File: config.mk
export PLATFORM = sky130hd
export DESIGN_NAME = ex_stage
export DESIGN_NICKNAME = d
export VERILOG_FILES = /design/src/rtl/ex_pkg.sv /design/src/rtl/muldiv_unit.sv /design/src/rtl/ex_stage.sv
export SDC_FILE = /design/constraint.sdc
export NUM_CORES = 1
export LEC_CHECK = 0
export BUFFER_PORTS_ARGS = -buffer_cell sky130_fd_sc_hd__buf_2
export CAP_MARGIN = 15
export CELL_PAD_IN_SITES_DETAIL_PLACEMENT = 1
export CELL_PAD_IN_SITES_GLOBAL_PLACEMENT = 1
export CORE_MARGIN = 2
export CORE_UTILIZATION = 41
export CTS_CLUSTER_SIZE = 8
export DETAILED_ROUTE_END_ITERATION = 16
export PLACE_DENSITY = 0.94
export REMOVE_ABC_BUFFERS = 1
export SKIP_LAST_GASP = 1
export SLEW_MARGIN = 20
export SYNTH_ARGS = -nofsm -noshare
export SYNTH_HDL_FRONTEND = slang
export SYNTH_HIERARCHICAL = 1
export SYNTH_SLANG_ARGS = --single-unit
File: constraint.sdc
create_clock -name clk -period 6.3 [get_ports clk]
set_clock_uncertainty 0.05 [all_clocks]
set_input_delay 0.63 -clock clk [delete_from_list [all_inputs] [get_ports clk]]
set_output_delay 0.63 -clock clk [all_outputs]
set_load 0.02 [all_outputs]
File: src/rtl/ex_pkg.sv
// Shared encodings for the execute stage: ALUOp selects, funct/opcode values, mult/div FSM states.
// Latency: n/a (constants and types only).
// Backpressure: n/a.
package ex_pkg;

    // ALUOp selects from decode
    localparam logic [1:0] ALUOP_ADD   = 2'b00;
    localparam logic [1:0] ALUOP_SUB   = 2'b01;
    localparam logic [1:0] ALUOP_FUNCT = 2'b10;
    localparam logic [1:0] ALUOP_OPC   = 2'b11;

    // R-type funct codes
    localparam logic [5:0] F_SLL   = 6'h00;
    localparam logic [5:0] F_SRL   = 6'h02;
    localparam logic [5:0] F_SRA   = 6'h03;
    localparam logic [5:0] F_MFHI  = 6'h10;
    localparam logic [5:0] F_MFLO  = 6'h12;
    localparam logic [5:0] F_MULTU = 6'h19;
    localparam logic [5:0] F_DIVU  = 6'h1B;
    localparam logic [5:0] F_ADD   = 6'h20;
    localparam logic [5:0] F_SUB   = 6'h22;
    localparam logic [5:0] F_AND   = 6'h24;
    localparam logic [5:0] F_OR    = 6'h25;
    localparam logic [5:0] F_XOR   = 6'h26;
    localparam logic [5:0] F_NOR   = 6'h27;
    localparam logic [5:0] F_SLT   = 6'h2A;
    localparam logic [5:0] F_SLTU  = 6'h2B;

    // I-type opcodes decoded when ALUOp selects opcode decode
    localparam logic [5:0] OP_SLTI = 6'h0A;
    localparam logic [5:0] OP_ANDI = 6'h0C;
    localparam logic [5:0] OP_ORI  = 6'h0D;
    localparam logic [5:0] OP_XORI = 6'h0E;

    typedef enum logic [1:0] {
        MD_IDLE = 2'd0,
        MD_BUSY = 2'd1,
        MD_DONE = 2'd2
    } md_state_t;

endpackage

File: src/rtl/muldiv_unit.sv
// Iterative unsigned multiply (shift-add) / divide (restoring) with HI/LO result registers.
// Latency: 1 start cycle + DATA_W step cycles + 1 done cycle; divide by zero skips the steps.
// Backpressure: busy_o is the upstream stall; HI/LO update on the edge leaving DONE.
module muldiv_unit
    import ex_pkg::*;
#(
    parameter int DATA_W = 8
) (
    input  logic              clk,
    input  logic              reset,
    input  logic              start_i,
    input  logic              is_div_i,
    input  logic [DATA_W-1:0] a_i,
    input  logic [DATA_W-1:0] b_i,
    output logic              busy_o,
    output logic              done_o,
    output logic [DATA_W-1:0] hi_o,
    output logic [DATA_W-1:0] lo_o
);

    localparam int CNT_W = $clog2(DATA_W);
    localparam logic [CNT_W-1:0] LAST_STEP = CNT_W'(DATA_W - 1);

    md_state_t           state_q, state_d;
    logic [CNT_W-1:0]    count_q, count_d;
    logic [DATA_W-1:0]   opb_q, opb_d;     // multiplicand or divisor
    logic [2*DATA_W-1:0] acc_q, acc_d;     // {upper, lower}: {partial product, multiplier} or {remainder, quotient}
    logic                div_q, div_d;
    logic [DATA_W-1:0]   hi_q, hi_d;
    logic [DATA_W-1:0]   lo_q, lo_d;

    logic [DATA_W:0]     mul_sum;
    logic [2*DATA_W-1:0] mul_next;
    logic [DATA_W:0]     rem_sh;
    logic [DATA_W-1:0]   rem_sub;
    logic                rem_ge;
    logic [2*DATA_W-1:0] div_next;

    // One iteration of each algorithm, computed from the current accumulator
    always_comb begin
        mul_sum  = {1'b0, acc_q[2*DATA_W-1:DATA_W]} + (acc_q[0] ? {1'b0, opb_q} : '0);
        mul_next = {mul_sum, acc_q[DATA_W-1:1]};
        rem_sh   = {acc_q[2*DATA_W-1:DATA_W], acc_q[DATA_W-1]};
        rem_ge   = rem_sh >= {1'b0, opb_q};
        // Result is below the divisor, so the low DATA_W bits are exact
        rem_sub  = rem_sh[DATA_W-1:0] - opb_q;
        div_next = {(rem_ge ? rem_sub : rem_sh[DATA_W-1:0]), acc_q[DATA_W-2:0], rem_ge};
    end

    // FSM next-state, datapath updates and stall/done outputs
    always_comb begin
        state_d = state_q;
        count_d = count_q;
        opb_d   = opb_q;
        acc_d   = acc_q;
        div_d   = div_q;
        hi_d    = hi_q;
        lo_d    = lo_q;
        busy_o  = 1'b0;
        done_o  = 1'b0;
        case (state_q)
            MD_IDLE: begin
                if (start_i && !reset) begin
                    busy_o = 1'b1;
                    div_d  = is_div_i;
                    if (is_div_i && (b_i == '0)) begin
                        // Divide by zero: result is ready immediately, same HI/LO layout as a real divide
                        acc_d   = {a_i, {DATA_W{1'b1}}};
                        state_d = MD_DONE;
                    end else begin
                        opb_d   = b_i;
                        acc_d   = {{DATA_W{1'b0}}, a_i};
                        count_d = '0;
                        state_d = MD_BUSY;
                    end
                end
            end
            MD_BUSY: begin
                busy_o  = 1'b1;
                acc_d   = div_q ? div_next : mul_next;
                count_d = count_q + 1'b1;
                if (count_q == LAST_STEP) begin
                    state_d = MD_DONE;
                end
            end
            MD_DONE: begin
                done_o  = 1'b1;
                hi_d    = acc_q[2*DATA_W-1:DATA_W];
                lo_d    = acc_q[DATA_W-1:0];
                state_d = MD_IDLE;
            end
            default: state_d = MD_IDLE;
        endcase
    end

    // State and datapath registers; reset aborts any operation in flight
    always_ff @(posedge clk) begin
        if (reset) begin
            state_q <= MD_IDLE;
            count_q <= '0;
            opb_q   <= '0;
            acc_q   <= '0;
            div_q   <= 1'b0;
            hi_q    <= '0;
            lo_q    <= '0;
        end else begin
            state_q <= state_d;
            count_q <= count_d;
            opb_q   <= opb_d;
            acc_q   <= acc_d;
            div_q   <= div_d;
            hi_q    <= hi_d;
            lo_q    <= lo_d;
        end
    end

    assign hi_o = hi_q;
    assign lo_o = lo_q;

endmodule

File: src/rtl/ex_stage.sv
// Execute stage: ALU, shifter, branch/jump targets and decision, plus the iterative mult/div unit.
// Latency: combinational except multu/divu (stall 9 cycles, 1 cycle for divide by zero).
// Backpressure: EX_stall holds PC, IF/ID and ID/EX while mult/div is working.
module ex_stage
    import ex_pkg::*;
#(
    parameter int DATA_W = 8,
    parameter int PC_W   = 32
) (
    input  logic              clk,
    input  logic              reset,
    input  logic [DATA_W-1:0] EX_read_data1,
    input  logic [DATA_W-1:0] EX_read_data2,
    input  logic [PC_W-1:0]   EX_instruction,
    input  logic [PC_W-1:0]   EX_pcplus4,
    input  logic [1:0]        EX_ALUOp,
    input  logic              EX_ALUSrc,
    input  logic              EX_RegDst,
    input  logic              EX_Branch,
    input  logic              EX_BranchFlip,
    input  logic              EX_Jump,
    output logic [DATA_W-1:0] EX_alu_result,
    output logic [4:0]        EX_write_reg,
    output logic              EX_zero,
    output logic              EX_branch_taken,
    output logic [PC_W-1:0]   EX_branch_target,
    output logic [PC_W-1:0]   EX_jump_target,
    output logic              EX_stall
);

    logic [5:0]        opcode;
    logic [5:0]        funct;
    logic [4:0]        shamt;
    logic [15:0]       imm;
    logic [DATA_W-1:0] alu_a;
    logic [DATA_W-1:0] alu_b;
    logic              md_op;
    logic              md_busy;
    logic              md_done;
    logic [DATA_W-1:0] md_hi;
    logic [DATA_W-1:0] md_lo;

    assign opcode = EX_instruction[31:26];
    assign funct  = EX_instruction[5:0];
    assign shamt  = EX_instruction[10:6];
    assign imm    = EX_instruction[15:0];
    assign alu_a  = EX_read_data1;
    assign alu_b  = EX_ALUSrc ? imm[DATA_W-1:0] : EX_read_data2;

    // While the unit sits in DONE the instruction in EX is the one completing, not a new request
    assign md_op  = (EX_ALUOp == ALUOP_FUNCT) && ((funct == F_MULTU) || (funct == F_DIVU));

    muldiv_unit #(
        .DATA_W(DATA_W)
    ) u_muldiv (
        .clk      (clk),
        .reset    (reset),
        .start_i  (md_op && !md_done),
        .is_div_i (funct == F_DIVU),
        .a_i      (alu_a),
        .b_i      (alu_b),
        .busy_o   (md_busy),
        .done_o   (md_done),
        .hi_o     (md_hi),
        .lo_o     (md_lo)
    );

    // ALU operation select; shifts by >= DATA_W fall out of the shift operators naturally
    always_comb begin
        EX_alu_result = '0;
        case (EX_ALUOp)
            ALUOP_ADD: EX_alu_result = alu_a + alu_b;
            ALUOP_SUB: EX_alu_result = alu_a - alu_b;
            ALUOP_FUNCT: begin
                case (funct)
                    F_ADD:  EX_alu_result = alu_a + alu_b;
                    F_SUB:  EX_alu_result = alu_a - alu_b;
                    F_AND:  EX_alu_result = alu_a & alu_b;
                    F_OR:   EX_alu_result = alu_a | alu_b;
                    F_XOR:  EX_alu_result = alu_a ^ alu_b;
                    F_NOR:  EX_alu_result = ~(alu_a | alu_b);
                    F_SLT:  EX_alu_result = {{(DATA_W-1){1'b0}}, ($signed(alu_a) < $signed(alu_b))};
                    F_SLTU: EX_alu_result = {{(DATA_W-1){1'b0}}, (alu_a < alu_b)};
                    F_SLL:  EX_alu_result = alu_a << shamt;
                    F_SRL:  EX_alu_result = alu_a >> shamt;
                    F_SRA:  EX_alu_result = $signed(alu_a) >>> shamt;
                    F_MFHI: EX_alu_result = md_hi;
                    F_MFLO: EX_alu_result = md_lo;
                    default: EX_alu_result = '0;
                endcase
            end
            ALUOP_OPC: begin
                case (opcode)
                    OP_ANDI: EX_alu_result = alu_a & alu_b;
                    OP_ORI:  EX_alu_result = alu_a | alu_b;
                    OP_XORI: EX_alu_result = alu_a ^ alu_b;
                    OP_SLTI: EX_alu_result = {{(DATA_W-1){1'b0}}, ($signed(alu_a) < $signed(alu_b))};
                    default: EX_alu_result = alu_a + alu_b;
                endcase
            end
            default: EX_alu_result = '0;
        endcase
    end

    assign EX_zero          = (EX_alu_result == '0);
    assign EX_write_reg     = EX_RegDst ? EX_instruction[15:11] : EX_instruction[20:16];
    assign EX_branch_taken  = EX_Branch & (EX_zero ^ EX_BranchFlip);
    assign EX_branch_target = EX_pcplus4 + {{(PC_W-18){imm[15]}}, imm, 2'b00};
    assign EX_jump_target   = {EX_pcplus4[PC_W-1:PC_W-4], EX_instruction[25:0], 2'b00};
    assign EX_stall         = md_busy;

endmodule

==> flow_metrics.env, run 1 <==
export IMPL_status="complete, no violations"
export IMPL_root_buffer="clkbuf_16"
export IMPL_die_h_microns=142
export IMPL_avgSynthCellArea_sq_um=7.32
export IMPL_required_ns=5.62
export IMPL_drtIter0Drc=819
export IMPL_criticalPathCategory="in2out"
export IMPL_slew_headroom_pct=33.6
export IMPL_synth_top_family_by_area="compound AO/OA/AOI/OAI gates"
export IMPL_cpLargestDelayFamily="compound AO/OA/AOI/OAI gates"
export IMPL_drive_above_1_share_pct=18.5
export IMPL_postPlaceCellArea_sq_um=8290
export IMPL_postCtsSetupRepairBufs=0
export IMPL_core_area_sq_um=18600
export IMPL_area_growth_pct=8.79
export IMPL_arrival_ns=4.92
export IMPL_ant_nets=0
export IMPL_rrSetupSlack_ns=1.99
export IMPL_reg2reg_to="u_muldiv/acc_q[11]$_SDFFE_PP0P_"
export IMPL_holdCritPathClass="reg2reg"
export IMPL_ys_seq_elements=46
export IMPL_synth_most_common_cell="a21oi_1"
export IMPL_r2r_start="u_muldiv/state_q[0]$_SDFFE_PP0P_"
export IMPL_hold_depth=2
export IMPL_critical_path_buf_inv_count=3
export IMPL_synthTopCellsByArea="dfxtp_1, ha_1, a21oi_1"
export IMPL_synth_top_area_share_pct=11.9
export IMPL_vias=8798
export IMPL_worstMarginPinSlew_ns=0.987
export IMPL_synthCells=1060
export IMPL_max_freq_ghz=0.179
export IMPL_grt_pass1_wl_microns=45500
export IMPL_worstHoldStart="u_muldiv/hi_o[7]$_SDFFE_PP0P_"
export IMPL_antenna_found_initial=1
export IMPL_cts_clk_slew_worst_paths_ns=0.06
export IMPL_routed_wl_microns=29300
export IMPL_fin_crit_sh_pct=88.9
export IMPL_synth_commonest_cells="a21oi_1, nand2_1, nor2_1"
export IMPL_synth_top_area_cell="dfxtp_1"
export IMPL_maxCapViolCount=0
export IMPL_cts_path_max_buffers=2
export IMPL_routedWlPerCell_microns=21.4
export IMPL_r2r_cells=11
export IMPL_synth_xor_area_share_pct=4.97
export IMPL_whs_endpoint="u_muldiv/hi_o[7]$_SDFFE_PP0P_"
export IMPL_die_area_sq_um=20000
export IMPL_muxShareOfSynthArea_pct=7.52
export IMPL_htreeDepth=2
export IMPL_num_rows=50
export IMPL_min_period_ns=5.60
export IMPL_die_w_microns=142
export IMPL_finalHoldViolCount=0
export IMPL_io_buffers=151
export IMPL_final_area_sq_um=8440
export IMPL_synth_simple_area_share_pct=23.5
export IMPL_fillCellCount=2409
export IMPL_path_cells="buf_2 -> mux2i_1 -> inv_1 -> ha_1 -> fa_1 -> a211oi_1 -> a21oi_1 -> xor2_1 -> a22o_1 -> o41ai_1 -> o211ai_1 -> or4_4 -> nor4_4 -> mux2i_1 -> buf_2"
export IMPL_diodes=0
export IMPL_cts_tree="done"
export IMPL_dp_hpwl_microns=22900
export IMPL_initial_utilization_pct=41.6
export IMPL_vias_per_cell=6.43
export IMPL_critPathCaptureType="primary output"
export IMPL_powerDensity_nw_per_um2=170
export IMPL_clock_sinks=46
export IMPL_cts_resized=0
export IMPL_ys_warn_count=6
export IMPL_tns_ns=0
export IMPL_ys_flop_type="dfxtp_1"
export IMPL_drt_first_pass_iters=5
export IMPL_postSynth_asyncResetShare_pct=0
export IMPL_grt_pass1_vias=8592
export IMPL_synth_edf_count=0
export IMPL_grt_max_degree=48
export IMPL_clk_latency_ns=0.29
export IMPL_startpoint_type="input pin"
export IMPL_hold_buffers=0
export IMPL_seq_area_frac_synth_pct=11.9
export IMPL_synthAdderAreaFrac_pct=12.9
export IMPL_setup_violations=0
export IMPL_synth_compound_area_share_pct=29.3
export IMPL_cp_slowest_stage_delay_ns=0.54
export IMPL_synth_cell_types=93
export IMPL_syn_area_sq_um=7760
export IMPL_slew_violations=0
export IMPL_cts_buffers=5
export IMPL_ir_drop_uv=119
export IMPL_leakage_nw=3.51
export IMPL_gp_congestion=1.01
export IMPL_slowest_stage="fa_1"
export IMPL_num_io_pins=169
export IMPL_finalNetCount=1300
export IMPL_grt_total_usage_pct=28.2
export IMPL_worst_path_max_fanout=8
export IMPL_remaining_drc_errors=0
export IMPL_path_depth=15
export IMPL_rsz0062_at_grt="no"
export IMPL_grt_overflow=0
[sequential cells by signal, summed over array words and instances (netlist names)]
register,count
u_muldiv/opb_q,8
u_muldiv/hi_o,8
u_muldiv/acc_q,16
u_muldiv/state_q,2
u_muldiv/div_q,1
u_muldiv/count_q,3
u_muldiv/lo_o,8
[worst reg2reg max path, stage by stage (launching register included)]
cell	delay [ns]
dfxtp_1	0.41
inv_2	0.09
nand2_1	0.43
clkinv_1	0.60
nor4_1	0.98
nor2b_1	0.27
o21bai_2	0.25
inv_2	0.35
nand2_2	0.24
a21oi_1	0.27
or3_1	0.17
a221oi_1	0.05
[final cells by class]
cell class	instances	area [sq um]	area share [%]
multi-input cells	867	6080	72.0
repair buffers	153	771	9.13
well taps	234	293	3.47
clock buffers	5	125	1.48
clock inverters	3	21.3	0.252
flip-flops and latches	46	921	10.9
inverters	61	229	2.71
[through the flow]
stage | hold slack [ns] | setup slack [ns] | utilization (%) | power, mW | cells
after floorplan | 0.380 | 1.25 | - | 0.873 | 974
after detailed placement | 0.409 | 0.830 | 44.4 | 1.16 | 1361
final | 0.419 | 0.699 | 45.3 | 1.44 | 1369
after global placement | 0.395 | 0.979 | 44.4 | 1.13 | 1361
after CTS | 0.417 | 0.808 | 45.2 | 1.42 | 1369
after global routing | 0.444 | 0.568 | 45.3 | 1.52 | 1369
[cell families after synthesis]
kind of cell,Yosys count
XOR/XNOR,44
adder cells (fa/ha/maj),77
other,1
AND/OR/NAND/NOR,361
flip-flops,46
multiplexers,50
AO/OA/AOI/OAI,333
buffers and inverters,148
[power by group]
group          total [mW]  switching (mW)  internal (mW)
combinational       0.843           0.532          0.312
clock               0.261           0.114          0.147
sequential          0.331          0.0244          0.306
[layer usage]
layer	GRT usage, %	share of wire, %	up-vias
met5	0	0.041	-
met1	35.4	41	4269
met2	49.4	48	420
met3	4.32	7.6	68
met4	9.05	2.7	2
li1	-	-	4039
[how the worst max path moves through the flow]
stage	from	to	slack, ns
4_1_cts	EX_ALUSrc	EX_branch_taken	0.81
2_1_floorplan	EX_ALUSrc	EX_branch_taken	1.25
3_5_place_dp	EX_ALUSrc	EX_branch_taken	0.83
5_1_grt	EX_ALUSrc	EX_branch_taken	0.57
3_3_place_gp	EX_ALUSrc	EX_branch_taken	0.98
6_report	EX_ALUSrc	EX_branch_taken	0.70
[placed cells by master, fill, tap and decap left out, drive strengths merged, types with 17 or more instances in the layout]
cell	n
a211oi	25
a21oi	100
and2	18
buf	153
dfxtp	46
ha	72
inv	60
mux2	17
mux2i	29
nand2	97
nand2b	27
nand3	32
nor2	87
nor3	22
o211ai	17
o21ai	44
xnor2	29
No activity file was read; power rests on OpenSTA's default activity.
==> inputs of run 2 (changes only) <==
--- a/config.mk
+++ b/config.mk
@@ -5,15 +5,15 @@
 export SDC_FILE = /design/constraint.sdc
 export NUM_CORES = 1
 export LEC_CHECK = 0
+export ABC_AREA = 1
 export BUFFER_PORTS_ARGS = -buffer_cell sky130_fd_sc_hd__buf_2
-export CAP_MARGIN = 15
 export CELL_PAD_IN_SITES_DETAIL_PLACEMENT = 1
 export CELL_PAD_IN_SITES_GLOBAL_PLACEMENT = 1
 export CORE_MARGIN = 2
-export CORE_UTILIZATION = 41
+export CORE_UTILIZATION = 38
 export CTS_CLUSTER_SIZE = 8
 export DETAILED_ROUTE_END_ITERATION = 16
-export PLACE_DENSITY = 0.94
+export PLACE_DENSITY = 0.93
 export REMOVE_ABC_BUFFERS = 1
 export SKIP_LAST_GASP = 1
 export SLEW_MARGIN = 20
==> run 2 against run 1 <==
Routed wire length grew 13%. First-iteration DRC count down 15%. Clock power grew 2%. Register-to-register slack gained 1.7 ns. Via count rose by 13%. Sequential cell count stayed put. Utilization shrank 2.8 points. Setup slack better by 1.2 ns. Die area rose by 12%.
==> flow_metrics.env, run 2 <==
export IMPL_core_area_sq_um=21000
export IMPL_synth_edf_count=0
export IMPL_max_freq_ghz=0.227
export IMPL_finalHoldViolCount=0
export IMPL_io_buffers=151
export IMPL_vias=9950
export IMPL_area_growth_pct=10.2
export IMPL_powerDensity_nw_per_um2=137
export IMPL_ys_flop_type="dfxtp_1"
export IMPL_required_ns=5.62
export IMPL_ys_seq_elements=46
export IMPL_grt_busiest_layer="met2"
export IMPL_antenna_found_initial=0
export IMPL_most_common_layout_cells="nand2_1, inv_1, buf_2"
export IMPL_postPlaceCellArea_sq_um=8740
export IMPL_p_int_mw=0.642
export IMPL_swShare_pct=47.4
export IMPL_synth_xor_area_share_pct=4.02
export IMPL_avgSynthCellArea_sq_um=5.75
export IMPL_fin_crit_sh_pct=69.8
export IMPL_num_io_pins=169
export IMPL_synth_cell_types=54
export IMPL_cts_clk_slew_worst_paths_ns=0.07
export IMPL_gp_congestion=0.977
export IMPL_status="complete, no violations"
export IMPL_ant_nets=0
export IMPL_fillCellCount=3009
export IMPL_clk_latency_ns=0.29
export IMPL_syn_area_sq_um=8070
export IMPL_grt_total_usage_pct=28.2
export IMPL_synthCells=1402
export IMPL_die_h_microns=150
export IMPL_cts_resized=0
export IMPL_muxShareOfSynthArea_pct=0.698
export IMPL_synthAdderAreaFrac_pct=12.4
export IMPL_worstMarginPinSlew_ns=0.822
export IMPL_drtIter0Drc=694
export IMPL_p_switching_mw=0.579
export IMPL_htreeDepth=2
export IMPL_synth_top_family_by_area="simple AND/OR/NAND/NOR gates"
export IMPL_tns_ns=0
export IMPL_remaining_drc_errors=0
export IMPL_min_period_ns=4.40
export IMPL_synth_top_area_share_pct=17.1
export IMPL_arrival_ns=3.72
export IMPL_worst_path_max_fanout=19
export IMPL_met3_usage_pct=2.65
export IMPL_routedWlPerCell_microns=18.6
export IMPL_dp_cells=1765
export IMPL_final_common_cell="nand2_1"
export IMPL_grt_pass1_vias=9870
export IMPL_p_clk_share_pct=21.8
export IMPL_cts_tree="done"
export IMPL_synth_most_common_cell="nand2_1"
export IMPL_maxCapViolCount=0
export IMPL_drt_first_pass_iters=5
export IMPL_postCtsSetupRepairBufs=0
export IMPL_holdWs_ns=0.451
export IMPL_cts_path_max_buffers=2
export IMPL_postSynth_asyncResetShare_pct=0
export IMPL_routed_wl_microns=33000
export IMPL_holdCritPathClass="reg2reg"
export IMPL_startpoint_type="input pin"
export IMPL_initial_utilization_pct=38.5
export IMPL_seq_area_frac_synth_pct=11.4
export IMPL_synth_commonest_cells="nand2_1, inv_1, nand3_1"
export IMPL_largest_reg_flops=16
export IMPL_seqCellArea_sq_um=921
export IMPL_combPwrFrac_pct=54.1
export IMPL_num_rows=53
export IMPL_multi_input_area_sq_um=5950
export IMPL_synth_simple_area_share_pct=39.9
export IMPL_fin_cells=1773
export IMPL_dp_hpwl_microns=26300
export IMPL_leakage_nw=4.78
export IMPL_synth_top_area_cell="nand2_1"
export IMPL_synthTopCellsByArea="nand2_1, dfxtp_1, ha_1"
export IMPL_grt_max_degree=41
export IMPL_slew_violations=0
export IMPL_grt_use_met1_pct=35.6
export IMPL_die_area_sq_um=22400
export IMPL_final_area_sq_um=8890
export IMPL_die_w_microns=150
export IMPL_root_buffer="clkbuf_16"
export IMPL_ys_warn_count=6
export IMPL_grt_use_met2_pct=48.9
export IMPL_hold_buffers=0
export IMPL_rsz0062_at_grt="no"
export IMPL_power_share_sequential_pct=24.1
export IMPL_top_register="u_muldiv/acc_q"
export IMPL_grt_overflow=0
export IMPL_slew_headroom_pct=45.1
export IMPL_synth_compound_area_share_pct=16.7
export IMPL_clock_sinks=46
export IMPL_finalNetCount=1663
export IMPL_drive_above_1_share_pct=15.6
export IMPL_vias_per_cell=5.61
export IMPL_grt_pass1_wl_microns=50700
export IMPL_setup_violations=0
export IMPL_criticalPathCategory="in2out"
export IMPL_diodes=0
export IMPL_cts_buffers=5
export IMPL_critPathCaptureType="primary output"
export IMPL_ir_drop_uv=88.2
[run 2: cell types whose count changed after synthesis, moves of 16 or more]
cell	change
nand2_1	+272
inv_1	+125
nand3_1	+117
nor2_1	+41
o21ai_0	+34
mux2i_1	-29
nand2b_1	-27
a211oi_1	-24
inv_2	+18
xnor2_1	-18
and2_1	-16
[run 2: stage by stage]
stage / total power, mW / utilization [%] / worst slack (ns)
finish: 1.22 / 42.4 / 1.90
global route: 1.29 / 42.4 / 1.57
CTS: 1.21 / 42.4 / 1.93
detailed placement: 0.948 / 41.7 / 1.93
global placement: 0.926 / 41.7 / 2.00
floorplan: 0.701 / - / 2.52
[run 2: area by class of cell]
class,count,area share [%]
Multi-Input combinational cell,1089,67.0
Sequential cell,46,10.4
Timing Repair Buffer,152,8.59
Inverter,203,8.57
Tap cell,275,3.87
Clock buffer,5,1.41
Clock inverter,3,0.239
[run 2: routing by layer]
layer,routed length (microns),vias to the layer above
met5,0,-
met4,1550,0
met3,1760,103
met2,15900,385
met1,13800,4743
li1,-,4719
[run 2: final timing paths]
path                                     from                              to  slack, ns  depth (start not counted)
max                         EX_instruction[7]                 EX_branch_taken       1.90                         18
min            u_muldiv/acc_q[6]$_SDFFE_PP0P_   u_muldiv/lo_o[6]$_SDFFE_PP0P_       0.45                          2
max reg2reg  u_muldiv/state_q[1]$_SDFFE_PP0P_  u_muldiv/acc_q[0]$_SDFFE_PP0P_       3.68                         14
min reg2reg    u_muldiv/acc_q[6]$_SDFFE_PP0P_   u_muldiv/lo_o[6]$_SDFFE_PP0P_       0.45                          2
[run 2: logic make-up after synthesis]
family          after synthesis
compound gates              245
simple gates                723
other cells                   1
flops                        46
mux                           5
fa+ha+maj                    77
xor+xnor                     37
buf+inv                     268
[run 2: worst max-delay path, stage by stage]
cell     delay, ns
buf_2         0.30
inv_2         0.22
nand2_1       0.11
o21ai_0       0.25
ha_1          0.47
inv_1         0.18
nor3_1        0.22
nand2_1       0.16
nand3_1       0.12
nand2_1       0.05
nor2_1        0.15
nand3_1       0.10
a21oi_2       0.15
nand3_1       0.11
nor2_1        0.15
a21oi_1       0.09
nor2_1        0.09
buf_2         0.17
[run 2: power groups by stage]
stage               registers (mW)  clock network, mW  logic, mW
finish                       0.294              0.266      0.661
global route                 0.294              0.277      0.716
CTS                          0.294              0.265      0.651
detailed placement           0.300                  0      0.648
global placement             0.300                  0      0.626
floorplan                    0.299                  0      0.402
